==> src/rtl/gpr_writeback_if.sv <==
`timescale 1ns/1ps
// Writeback bus: ALU and load result inputs, register-file write port and load-queue status.
// The master side is issue/load logic; the slave side is the writeback stage.
interface gpr_writeback_if #(
  parameter int DATA_W = 16,
  parameter int ADDR_W = 3
);
  logic              alu_valid;
  logic [ADDR_W-1:0] alu_dest;
  logic [DATA_W-1:0] alu_data;
  logic              ld_valid;
  logic              ld_ready;
  logic [ADDR_W-1:0] ld_dest;
  logic [DATA_W-1:0] ld_data;
  logic              reg_write_en;
  logic [ADDR_W-1:0] reg_write_dest;
  logic [DATA_W-1:0] reg_write_data;
  logic [2:0]        lq_count;
  logic [7:0]        pend_mask;

  modport master (
    output alu_valid, alu_dest, alu_data, ld_valid, ld_dest, ld_data,
    input  ld_ready, reg_write_en, reg_write_dest, reg_write_data, lq_count, pend_mask
  );

  modport slave (
    input  alu_valid, alu_dest, alu_data, ld_valid, ld_dest, ld_data,
    output ld_ready, reg_write_en, reg_write_dest, reg_write_data, lq_count, pend_mask
  );
endinterface

==> src/rtl/gpr_writeback.sv <==
`timescale 1ns/1ps
// Merges ALU results (1 cycle, always win the slot) and queued loads (>=2 cycles) into one registered
// register-file write per cycle; loads are throttled only by ld_ready, which drops when the queue is full.
module gpr_writeback #(
  parameter int DATA_W   = 16,
  parameter int ADDR_W   = 3,
  parameter int LQ_DEPTH = 4
) (
  input  logic           clk,
  input  logic           rst_n,
  gpr_writeback_if.slave wb
);
  localparam int PTR_W = (LQ_DEPTH > 1) ? $clog2(LQ_DEPTH) : 1;
  localparam int CNT_W = 3;
  localparam logic [CNT_W-1:0] FULL = CNT_W'(LQ_DEPTH);

  logic [ADDR_W-1:0] lq_dest_q [LQ_DEPTH];
  logic [ADDR_W-1:0] lq_dest_d [LQ_DEPTH];
  logic [DATA_W-1:0] lq_data_q [LQ_DEPTH];
  logic [DATA_W-1:0] lq_data_d [LQ_DEPTH];
  logic [PTR_W-1:0]  wr_ptr_q, wr_ptr_d;
  logic [PTR_W-1:0]  rd_ptr_q, rd_ptr_d;
  logic [CNT_W-1:0]  lq_count_q, lq_count_d;
  logic              we_q, we_d;
  logic [ADDR_W-1:0] dest_q, dest_d;
  logic [DATA_W-1:0] data_q, data_d;
  logic              push, pop;
  logic [7:0]        pend_mask_c;
  logic [PTR_W-1:0]  offs;

  // Readiness looks only at the registered count, so a full queue refuses even while draining.
  assign wb.ld_ready       = (lq_count_q != FULL) && rst_n;
  assign wb.reg_write_en   = we_q;
  assign wb.reg_write_dest = dest_q;
  assign wb.reg_write_data = data_q;
  assign wb.lq_count       = lq_count_q;
  assign wb.pend_mask      = pend_mask_c;

  always_comb begin
    push       = wb.ld_valid && (lq_count_q != FULL);
    pop        = !wb.alu_valid && (lq_count_q != '0);
    wr_ptr_d   = wr_ptr_q;
    rd_ptr_d   = rd_ptr_q;
    lq_count_d = lq_count_q;
    lq_dest_d  = lq_dest_q;
    lq_data_d  = lq_data_q;
    we_d       = 1'b0;
    dest_d     = dest_q;
    data_d     = data_q;

    if (push) begin
      lq_dest_d[wr_ptr_q] = wb.ld_dest;
      lq_data_d[wr_ptr_q] = wb.ld_data;
      wr_ptr_d            = wr_ptr_q + 1'b1;
    end

    if (wb.alu_valid) begin
      we_d   = 1'b1;
      dest_d = wb.alu_dest;
      data_d = wb.alu_data;
    end else if (pop) begin
      we_d     = 1'b1;
      dest_d   = lq_dest_q[rd_ptr_q];
      data_d   = lq_data_q[rd_ptr_q];
      rd_ptr_d = rd_ptr_q + 1'b1;
    end

    case ({push, pop})
      2'b10:   lq_count_d = lq_count_q + 1'b1;
      2'b01:   lq_count_d = lq_count_q - 1'b1;
      default: lq_count_d = lq_count_q;
    endcase
  end

  // An entry is live when its distance from the read pointer is below the count.
  always_comb begin
    pend_mask_c = '0;
    offs        = '0;
    for (int i = 0; i < LQ_DEPTH; i++) begin
      offs = PTR_W'(i) - rd_ptr_q;
      if (CNT_W'(offs) < lq_count_q) begin
        pend_mask_c = pend_mask_c | (8'b1 << lq_dest_q[i]);
      end
    end
  end

  always_ff @(posedge clk or negedge rst_n) begin
    if (!rst_n) begin
      wr_ptr_q   <= '0;
      rd_ptr_q   <= '0;
      lq_count_q <= '0;
      we_q       <= 1'b0;
      dest_q     <= '0;
      data_q     <= '0;
      for (int i = 0; i < LQ_DEPTH; i++) begin
        lq_dest_q[i] <= '0;
        lq_data_q[i] <= '0;
      end
    end else begin
      wr_ptr_q   <= wr_ptr_d;
      rd_ptr_q   <= rd_ptr_d;
      lq_count_q <= lq_count_d;
      we_q       <= we_d;
      dest_q     <= dest_d;
      data_q     <= data_d;
      lq_dest_q  <= lq_dest_d;
      lq_data_q  <= lq_data_d;
    end
  end
endmodule

==> src/flat_wrapper.sv <==
// flat-port wrapper written by rule: the top's interface ports become plain ports
module gpr_writeback_flat 
#(
  parameter int DATA_W   = 16,
  parameter int ADDR_W   = 3,
  parameter int LQ_DEPTH = 4
)
  (clk, rst_n, wb_alu_valid, wb_alu_dest, wb_alu_data, wb_ld_valid, wb_ld_dest, wb_ld_data, wb_ld_ready, wb_reg_write_en, wb_reg_write_dest, wb_reg_write_data, wb_lq_count, wb_pend_mask);
  gpr_writeback_if #(.DATA_W(DATA_W), .ADDR_W(ADDR_W)) wb_i ();
  input  logic clk;
  input  logic rst_n;
  input wire logic [$bits(wb_i.alu_valid)-1:0] wb_alu_valid;
  input wire logic [$bits(wb_i.alu_dest)-1:0] wb_alu_dest;
  input wire logic [$bits(wb_i.alu_data)-1:0] wb_alu_data;
  input wire logic [$bits(wb_i.ld_valid)-1:0] wb_ld_valid;
  input wire logic [$bits(wb_i.ld_dest)-1:0] wb_ld_dest;
  input wire logic [$bits(wb_i.ld_data)-1:0] wb_ld_data;
  output wire logic [$bits(wb_i.ld_ready)-1:0] wb_ld_ready;
  output wire logic [$bits(wb_i.reg_write_en)-1:0] wb_reg_write_en;
  output wire logic [$bits(wb_i.reg_write_dest)-1:0] wb_reg_write_dest;
  output wire logic [$bits(wb_i.reg_write_data)-1:0] wb_reg_write_data;
  output wire logic [$bits(wb_i.lq_count)-1:0] wb_lq_count;
  output wire logic [$bits(wb_i.pend_mask)-1:0] wb_pend_mask;
  assign wb_i.alu_valid = wb_alu_valid;
  assign wb_i.alu_dest = wb_alu_dest;
  assign wb_i.alu_data = wb_alu_data;
  assign wb_i.ld_valid = wb_ld_valid;
  assign wb_i.ld_dest = wb_ld_dest;
  assign wb_i.ld_data = wb_ld_data;
  assign wb_ld_ready = wb_i.ld_ready;
  assign wb_reg_write_en = wb_i.reg_write_en;
  assign wb_reg_write_dest = wb_i.reg_write_dest;
  assign wb_reg_write_data = wb_i.reg_write_data;
  assign wb_lq_count = wb_i.lq_count;
  assign wb_pend_mask = wb_i.pend_mask;
  gpr_writeback #(.DATA_W(DATA_W), .ADDR_W(ADDR_W), .LQ_DEPTH(LQ_DEPTH)) u_core (.clk(clk), .rst_n(rst_n), .wb(wb_i));
endmodule
==> config.mk <==
export PLATFORM = sky130hd
export DESIGN_NAME = gpr_writeback_flat
export DESIGN_NICKNAME = d
export VERILOG_FILES = /design/src/rtl/gpr_writeback_if.sv /design/src/rtl/gpr_writeback.sv /design/src/flat_wrapper.sv
export SDC_FILE = /design/constraint.sdc
export NUM_CORES = 1
export LEC_CHECK = 0
export BUFFER_PORTS_ARGS = -buffer_cell sky130_fd_sc_hd__buf_2
export CORE_UTILIZATION = 51
export DETAILED_ROUTE_END_ITERATION = 16
export GPL_ROUTABILITY_DRIVEN = 0
export HOLD_SLACK_MARGIN = 0.03
export PLACE_DENSITY = 0.86
export SLEW_MARGIN = 20
export SYNTH_ARGS = -nofsm -noshare
export SYNTH_HDL_FRONTEND = slang
export SYNTH_SLANG_ARGS = --single-unit
==> constraint.sdc <==
create_clock -name clk -period 2.35 [get_ports clk]
set_input_delay 0.1175 -clock clk [delete_from_list [all_inputs] [get_ports clk]]
set_output_delay 0.1175 -clock clk [all_outputs]
set_load 0.05 [all_outputs]
==> impl_metrics.toml, run 1 <==
[route]
dr.pass1.iters = 4
num_vias = 3638
wl_per_cell_um = 18.5
ant_nets = 0
vias_per_cell = 5.79
drt_wl_total_mm = 11.6
first_iter_violations = 203
drc = 0

[synthesis]
avgSynthCellArea_um2 = 13.2
ys_ff_latch = 103
synth_compound_area_share_pct = 6.93
synth_top_family_by_area = "multiplexers"
synth-simple-area-share_pct = 8.07
yosysSeqAreaShare_pct = 51.9
ys_types = 38
synth_xor_area_share_pct = 1.24
synthesis.instances = 375
synth_edf_count = 0
async_reset_ff_share_pct = 100
synthAdderAreaFrac_pct = 2.67
yosys_warnings = 0
synth.cell_area_um2 = 4960
syn_nets = 427
synth_ff_type = "dfrtp_1"
muxShareOfSynthArea_pct = 25.9

[cells_and_area]
antennaDiodeCount = 0
multi_input_area_um2 = 2300
area_growth_pct = 24.5
fin_area_um2 = 6180
final_nets = 547
drive_gt1_share_pct = 45.3
ff_latch_area_um2 = 2580
fillers = 670
instances_no_fill = 628

[sta]
finalMaxSlewViolations = 0
min_period_ps = 2430
setup_violations = 6
worst_slack_ps = -81.0
fin_skew_ps = 11.0
max_slew_margin_pct = 41.3
worstMarginPinSlew_ps = 878
rsz0062_at_grt = "yes"
clock.fmax_ghz = 0.411
hold_viol = 0
whs_ps = 50.9
final.period_utilization_pct = 103

[run_status]
violations = "negative setup slack"
status = "finished, violations left"

[cts]
clock_latency_ps = 360
htreeDepth = 3
clockRootBuffer = "clkbuf_8"
numCtsBuffers = 9
cts_tree = "done"
cts_max_path_buffers = 2
clk_pin_slew_ps = 100
cts_sinks = 103

[critical_path]
path_delay_family = "compound AO/OA/AOI/OAI gates"
worstSetupStartpointType = "flop"
crit_type = "reg -> out"
arrival_ps = 2310
cp_num_cells = 7
end_kind = "output pin"
path_max_fanout = 4
ff2ff_path_depth = 9
timing.critical_path.buf_inv = 1
reg2reg_slack_ps = 230
required_ps = 2230
slowest_stage = "dfrtp_2"
crit_chain = "xnor2_2, ha_1, nor2b_4, a211o_1, o32a_1, o311ai_2, buf_6"
slowest_delay_ps = 450

[global_route]
grt_max_degree = 104
grt_pass1_wl_mm = 18.4
grt_overflow = 0
grtUsageTotal_pct = 24.4
antenna_found_initial = 0
grt_pass1_vias = 3730

[floorplan]
ios = 74
die-area_um2 = 10100
num_rows = 35
core_um2 = 9330
start_util_pct = 53.2
die-width_um = 101
die_h_um = 101

[min_path]
holdCritPathClass = "in -> reg"
min_delay_path_depth = 2

[placed_design]
place_area_um2 = 5510
pre_cts_ws_ps = 177
post-place-cells = 568
io_buffers = 73
dp_hpwl_mm = 7.15

[power]
leakage_nw = 2.73
p_per_area_nw_per_um2 = 1650
peakVddDrop_mv = 1.01
finalPower_w = 0.0102

[job]
maxCapViolCount = 0
-- worst reg2reg max path: cells and delay by family (launching register included) --
family | cells | cell delay, ps
xor+xnor | 2 | 300
simple gates | 3 | 520
buf+inv | 2 | 140
flops | 1 | 550
fa+ha+maj | 2 | 540
-- per-stage QoR --
step | TNS (ps) | utilization, %
CTS | -195 | 65.4
global placement | 0 | 59.1
floorplan | -55.4 | -
detailed placement | 0 | 59.1
global route | -775 | 66.3
finish | -330 | 66.3
-- synthesized netlist by cell type (4+ instances only) --
| master | n | share of area, % |
|---|---|---|
| dfrtp_1 | 103 | 52 |
| mux2_2 | 76 | 17 |
| nor2_1 | 42 | 3.2 |
| mux4_2 | 19 | 8.6 |
| o22ai_1 | 19 | 2.4 |
| inv_1 | 15 | 1.1 |
| nand2_1 | 10 | 0.76 |
| ha_1 | 9 | 2.3 |
| buf_2 | 7 | 0.71 |
| nand2b_1 | 6 | 0.76 |
| nor2b_1 | 6 | 0.76 |
| clkbuf_1 | 5 | 0.38 |
| xnor2_1 | 5 | 0.88 |
| buf_6 | 4 | 0.91 |
| nand2_4 | 4 | 0.91 |
| nand3_1 | 4 | 0.40 |
| o211ai_1 | 4 | 0.61 |
| o221ai_1 | 4 | 0.71 |
-- report_power, final --
part,leakage [nW],internal [W],switching [W]
Combinational,1.45,0.00260,0.00327
Sequential,1.21,0.00269,0.000680
Clock,0.0764,0.000406,0.000583
Total,2.73,0.00569,0.00453
-- routing by layer --
layer / part of all wire [%] / vias up / global-route usage, %
met1: 40 / 1866 / 29.9
met5: 0 / - / 0
met3: 6.1 / 28 / 5.69
li1: - / 1599 / -
met2: 51 / 145 / 40.5
met4: 2.5 / 0 / 12.5
-- final cells by class --
cell class | instances | area share [%]
Clock buffer | 10 | 2.23
Multi-Input combinational cell | 240 | 37.2
Timing Repair Buffer | 126 | 14.6
Sequential cell | 103 | 41.8
Inverter | 15 | 0.952
Tap cell | 129 | 2.61
Clock inverter | 5 | 0.567
-- flip-flops by register name, summed over array words and instances, names as in the netlist --
| name | flops |
|---|---|
| u_core.lq_data_q | 64 |
| u_core.wb.reg_write_data | 16 |
| u_core.lq_dest_q | 12 |
| u_core.wb.lq_count | 3 |
| u_core.wb.reg_write_dest | 3 |
| u_core.rd_ptr_q | 2 |
| u_core.wr_ptr_q | 2 |
| u_core.wb.reg_write_en | 1 |
-- final timing paths --
kind	from	end
setup / recovery	u_core.rd_ptr_q[1]	wb_pend_mask[1]
hold / removal	wb_ld_dest[2]	u_core.lq_dest_q[8]
setup reg to reg	u_core.wb.lq_count[2]	u_core.wb.lq_count[2]
hold reg to reg	u_core.lq_data_q[16]	u_core.lq_data_q[16]
max in group asynchronous	rst_n	u_core.wb.lq_count[1]
min in group asynchronous	rst_n	u_core.wb.reg_write_data[0]
-- logic make-up (layout without fill, tap and decap cells) --
group,after synthesis,count (layout)
flip-flops,103,103
AND/OR/NAND/NOR,82,82
multiplexers,95,95
buffers and inverters,32,156
adder cells (fa/ha/maj),10,10
AO/OA/AOI/OAI,46,46
XOR/XNOR,7,7
-- cell usage in the layout, fill, tap and decap left out, drive strengths merged, types with 2 or more instances in the layout --
cell type and count:
o221ai 4, nand2 14, nor3 2, nor2b 6
dlygate4sd3 35, a2bb2oi 2, nand3 4, o22ai 19
a32oi 3, buf 91, nor2 43, dfrtp 103
xor2 2, o211ai 4, inv 15, nand4b 2
mux2 76, a21boi 3, o21bai 2, clkinvlp 4
o21ai 2, or2 3, xnor2 5, a211oi 2
mux4 19, o32a 2, nand2b 6, ha 9
clkbuf 10
-- repair_timing --
action	CTS	global route
hold endpoints to repair	178	0
hold buffers	35	0
pin swaps	2	4
buffers inserted	2	8
gates resized for setup	14	6
endpoints found under the setup margin	8	8
Note: power is estimated with default switching activity, not from simulation.
==> inputs of run 2 (changes only) <==
PLACE_DENSITY = 0.75   (was 0.86)
==> impl_metrics.toml, run 2 (synthesis gave the netlist of run 1 again) <==
[cts]
numCtsBuffers = 9
clock_latency_ps = 350
cts_sinks = 103
cts_tree = "done"
htreeDepth = 3
clk_pin_slew_ps = 100
clockRootBuffer = "clkbuf_8"
cts_max_path_buffers = 2

[min_path]
min_from = "wb_ld_dest[1]"
hold_end = "u_core.lq_dest_q[7]"
holdCritPathClass = "in -> reg"
min_delay_path_depth = 2

[global_route]
antenna_found_initial = 0
grtUsageTotal_pct = 22.7
grt_pass1_wl_mm = 17.5
grt_pass1_vias = 3474
grt_max_degree = 41
grt_overflow = 0

[power]
p_per_area_nw_per_um2 = 1650
combPwrFrac_pct = 57.7
leakage_nw = 2.74
internal-power_w = 0.00574
finalPower_w = 0.0102
power_frac_clock_pct = 9.7
switching_share_pct = 43.9
switchingPower_w = 0.00449
peakVddDrop_mv = 1.06
seqPwrFrac_pct = 32.6

[cells_and_area]
area_growth_pct = 24.6
drive_gt1_share_pct = 46.6
regMostFlops = "u_core.lq_data_q"
ff_latch_area_um2 = 2580
instances_no_fill = 627
antennaDiodeCount = 0
final_cell_mix = "100 x dfrtp_1, 76 x mux2_2, 64 x buf_2"
multi_input_area_um2 = 2320
fin_area_um2 = 6180
largest_reg_flops = 64
final_nets = 546
final_common_cell = "dfrtp_1"
fillers = 690

[placed_design]
place_area_um2 = 5510
pre_cts_ws_ps = 263
io_buffers = 73
post-place-cells = 569
dp_hpwl_mm = 6.80

[critical_path]
path_max_fanout = 4
end_kind = "output pin"
worst_r2r_startpoint = "u_core.wb.lq_count[2]"
required_ps = 2230
crit_type = "reg -> out"
arrival_ps = 2360
ff2ff_path_depth = 9
r2r-end = "u_core.wb.lq_count[2]"
reg2reg_slack_ps = 230
worstSetupStartpointType = "flop"

[route]
vias_per_cell = 5.59
drc = 0
dr.pass1.iters = 4
num_vias = 3506
drt_wl_total_mm = 10.9
wl_per_cell_um = 17.3
ant_nets = 0
first_iter_violations = 170

[floorplan]
ios = 74
die-width_um = 101
start_util_pct = 53.2
die-area_um2 = 10100
die_h_um = 101
core_um2 = 9330
num_rows = 35

[job]
maxCapViolCount = 0

[run_status]
status = "finished, violations left"
violations = "negative setup slack"

[sta]
rsz0062_at_grt = "yes"
hold_viol = 0
final.period_utilization_pct = 105
fin_skew_ps = 9.36
clock.fmax_ghz = 0.404
finalMaxSlewViolations = 0
setup_violations = 3
min_period_ps = 2470
worstMarginPinSlew_ps = 838
fin_setup_tns_ps = -239
worst_slack_ps = -124
max_slew_margin_pct = 44.0
==> run 2: cell types whose count changed in the layout (fill, tap and decap cells not counted), sizes merged <==
cell	delta
clkbuf	-1
buf	+2
clkinv	+2
dlygate4sd3	-3
inv	+1
clkinvlp	-2
==> run 2: layout make-up <==
| cell class | count | area share (%) |
|---|---|---|
| Clock buffer | 9 | 2.00 |
| Clock inverter | 6 | 0.749 |
| Inverter | 15 | 0.992 |
| Multi-Input combinational cell | 240 | 37.5 |
| Sequential cell | 103 | 41.7 |
| Tap cell | 129 | 2.61 |
| Timing Repair Buffer | 125 | 14.4 |
==> run 2: worst max-delay path by stage <==
stage | startpoint | endpoint | slack (ps) | cells past startpoint
floorplan | u_core.rd_ptr_q[1] | wb_pend_mask[5] | -40 | 8
global placement | u_core.rd_ptr_q[1] | wb_pend_mask[2] | 290 | 7
detailed placement | u_core.wb.lq_count[1] | wb_pend_mask[2] | 260 | 7
CTS | u_core.rd_ptr_q[1] | wb_pend_mask[1] | -60 | 8
global route | u_core.rd_ptr_q[1] | wb_pend_mask[5] | -190 | 7
finish | u_core.rd_ptr_q[1] | wb_pend_mask[5] | -120 | 7
==> run 2: worst max-delay path, cell delays in order, from the launching register on <==
cell and delay [ps]:
dfrtp_2 450, xnor2_2 140, ha_1 270, nor2b_4 130
a211o_1 300, o32a_1 310, o211ai_1 140, buf_4 250
==> run 2: stage by stage <==
stage	hold slack [ps]	utilization [%]
global route	30.7	66.3
floorplan	-178	-
finish	45.9	66.3
global placement	111	59.1
detailed placement	118	59.1
CTS	30.8	65.0
==> run 2: power by group through the flow <==
stage	combinational, W	clock, W	sequential, W
2_1_floorplan	0.00364	0	0.00384
3_3_place_gp	0.00512	0	0.00327
3_5_place_dp	0.00521	0	0.00333
4_1_cts	0.00550	0.00101	0.00330
5_1_grt	0.00628	0.00110	0.00345
6_report	0.00590	0.000989	0.00334
==> run 2: repair_timing <==
item | 4_1_cts | 5_1_grt
resized for setup | 13 | 17
hold endpoints to repair | 98 | 0
buffers inserted | 3 | 8
setup endpoints to repair | 8 | 8
pin swaps | 3 | 7
hold buffers | 32 | 0
==> run 2: layer usage <==
layer | track usage (%) | share of wire, % | wire length (um)
met5 | 0 | 0 | 0
met4 | 7.69 | 1.8 | 197
met3 | 3.95 | 5.1 | 553
met2 | 37.9 | 49 | 5330
met1 | 30.4 | 44 | 4770
==> inputs of run 3 (changes only) <==
CORE_ASPECT_RATIO = 0.9   (was default)
CORE_UTILIZATION = 53   (was 51)
CTS_BUF_LIST = sky130_fd_sc_hd__clkbuf_4 sky130_fd_sc_hd__clkbuf_8   (was default)
PLACE_DENSITY = 0.78   (was 0.75)
==> impl_metrics.toml, run 3 (synthesis gave the netlist of run 1 again) <==
[critical_path]
crit_type = "reg -> out"
worstSetupStartpointType = "flop"
ff2ff_path_depth = 9
end_kind = "output pin"
reg2reg_slack_ps = 260
cp_num_cells = 7
path_max_fanout = 4
slowest_delay_ps = 450
slowest_stage = "dfrtp_2"
timing.critical_path.buf_inv = 1
worst_r2r_startpoint = "u_core.wb.lq_count[2]"
arrival_ps = 2330
crit_chain = "xnor2_2, ha_1, nor2b_4, a211o_1, o32a_1, o211ai_1, buf_4"
required_ps = 2230
r2r-end = "u_core.wb.lq_count[2]"
path_delay_family = "compound AO/OA/AOI/OAI gates"

[cells_and_area]
area_growth_pct = 24.8
fin_area_um2 = 6190
regMostFlops = "u_core.lq_data_q"
largest_reg_flops = 64
final_common_cell = "dfrtp_1"
fillers = 674
final_nets = 543
final_cell_mix = "100 x dfrtp_1, 76 x mux2_2, 64 x buf_2"
drive_gt1_share_pct = 45.8
antennaDiodeCount = 0

[global_route]
grt_overflow = 0
grt_max_degree = 62
antenna_found_initial = 0
grt_pass1_wl_mm = 17.8
grt_pass1_vias = 3529
grtUsageTotal_pct = 23.8

[cts]
numCtsBuffers = 9
clock_latency_ps = 360
cts_sinks = 103
clockRootBuffer = "clkbuf_8"
cts_tree = "done"
cts_max_path_buffers = 2
clk_pin_slew_ps = 90
htreeDepth = 3

[route]
ant_nets = 0
dr.pass1.iters = 6
drt_wl_total_mm = 10.8
wl_per_cell_um = 17.5
first_iter_violations = 142
drc = 0
vias_per_cell = 5.61
num_vias = 3465

[sta]
worstMarginPinSlew_ps = 840
final.period_utilization_pct = 104
min_period_ps = 2450
fin_skew_ps = 14.2
finalMaxSlewViolations = 0
whs_ps = 42.7
hold_viol = 0
rsz0062_at_grt = "yes"
max_slew_margin_pct = 43.9
clock.fmax_ghz = 0.408
worst_slack_ps = -102
setup_violations = 5

[power]
peakVddDrop_mv = 1.12
p_per_area_nw_per_um2 = 1660
leakage_nw = 2.75

[min_path]
holdCritPathClass = "in -> reg"
min_from = "wb_ld_dest[1]"
min_delay_path_depth = 2
hold_end = "u_core.lq_dest_q[10]"

[run_status]
status = "finished, violations left"
violations = "negative setup slack"

[floorplan]
start_util_pct = 54.6
num_rows = 33
ios = 74
core_um2 = 9080
die-area_um2 = 9750
die-width_um = 104
die_h_um = 93.8

[placed_design]
io_buffers = 73
dp_hpwl_mm = 7.11
place_area_um2 = 5500

[job]
maxCapViolCount = 0
-- run 3: how the worst max path moves through the flow --
| stage | to | start | slack (ps) |
|---|---|---|---|
| floorplan | wb_pend_mask[5] | u_core.rd_ptr_q[1] | -40 |
| global placement | wb_pend_mask[1] | u_core.rd_ptr_q[1] | 290 |
| detailed placement | wb_pend_mask[1] | u_core.rd_ptr_q[1] | 240 |
| CTS | wb_pend_mask[5] | u_core.rd_ptr_q[1] | -80 |
| global route | wb_pend_mask[5] | u_core.rd_ptr_q[0] | -210 |
| finish | wb_pend_mask[5] | u_core.rd_ptr_q[1] | -100 |
-- run 3: timing repair --
action | 4_1_cts | 5_1_grt
pin swaps | 2 | 4
hold buffers | 32 | 2
setup buffers | 1 | 5
setup endpoints to repair | 8 | 8
hold endpoints to repair | 149 | 2
gates resized for setup | 12 | 17
-- run 3: area by class of cell --
class	count	area, um^2	share of cell area [%]
clock buffers	12	153	2.47
multi-input cells	240	2320	37.5
clock inverters	4	52.6	0.849
well taps	122	153	2.47
repair buffers	122	867	14.0
flip-flops and latches	103	2580	41.7
inverters	15	61.3	0.990
-- run 3: through the flow --
step | utilization (%) | total power (W) | setup slack, ps | setup TNS, ps | instances
final | 68.2 | 0.0103 | -102 | -284 | 618
after global routing | 68.2 | 0.0109 | -207 | -1100 | 618
after CTS | 66.8 | 0.00997 | -81.9 | -167 | 611
after detailed placement | 60.6 | 0.00860 | 244 | 0 | 562
after global placement | 60.6 | 0.00840 | 287 | 0 | 562
after floorplan | - | 0.00748 | -40.8 | -55.4 | 375
-- run 3: where the power goes --
part / switching, W / internal [W]
Sequential: 0.000659 / 0.00268
Combinational: 0.00323 / 0.00259
Clock: 0.000590 / 0.000553
Total: 0.00448 / 0.00583
-- run 3: worst reg2reg max path, stage by stage (launching register included) --
cell and delay (ps):
dfrtp_2 530, nor3_1 100, or2_2 300, inv_1 80, ha_1 170, inv_1 60, fa_1 370, xor2_1 150
nor2_1 110, xor2_1 150
-- run 3: routing by layer --
layer / part of all wire, % / vias to the layer above / track usage [%]
met5: 0 / - / 0
met4: 1.2 / 0 / 5.24
met3: 5.9 / 21 / 4.65
met2: 50 / 126 / 41.5
met1: 43 / 1720 / 31.3
li1: - / 1598 / -
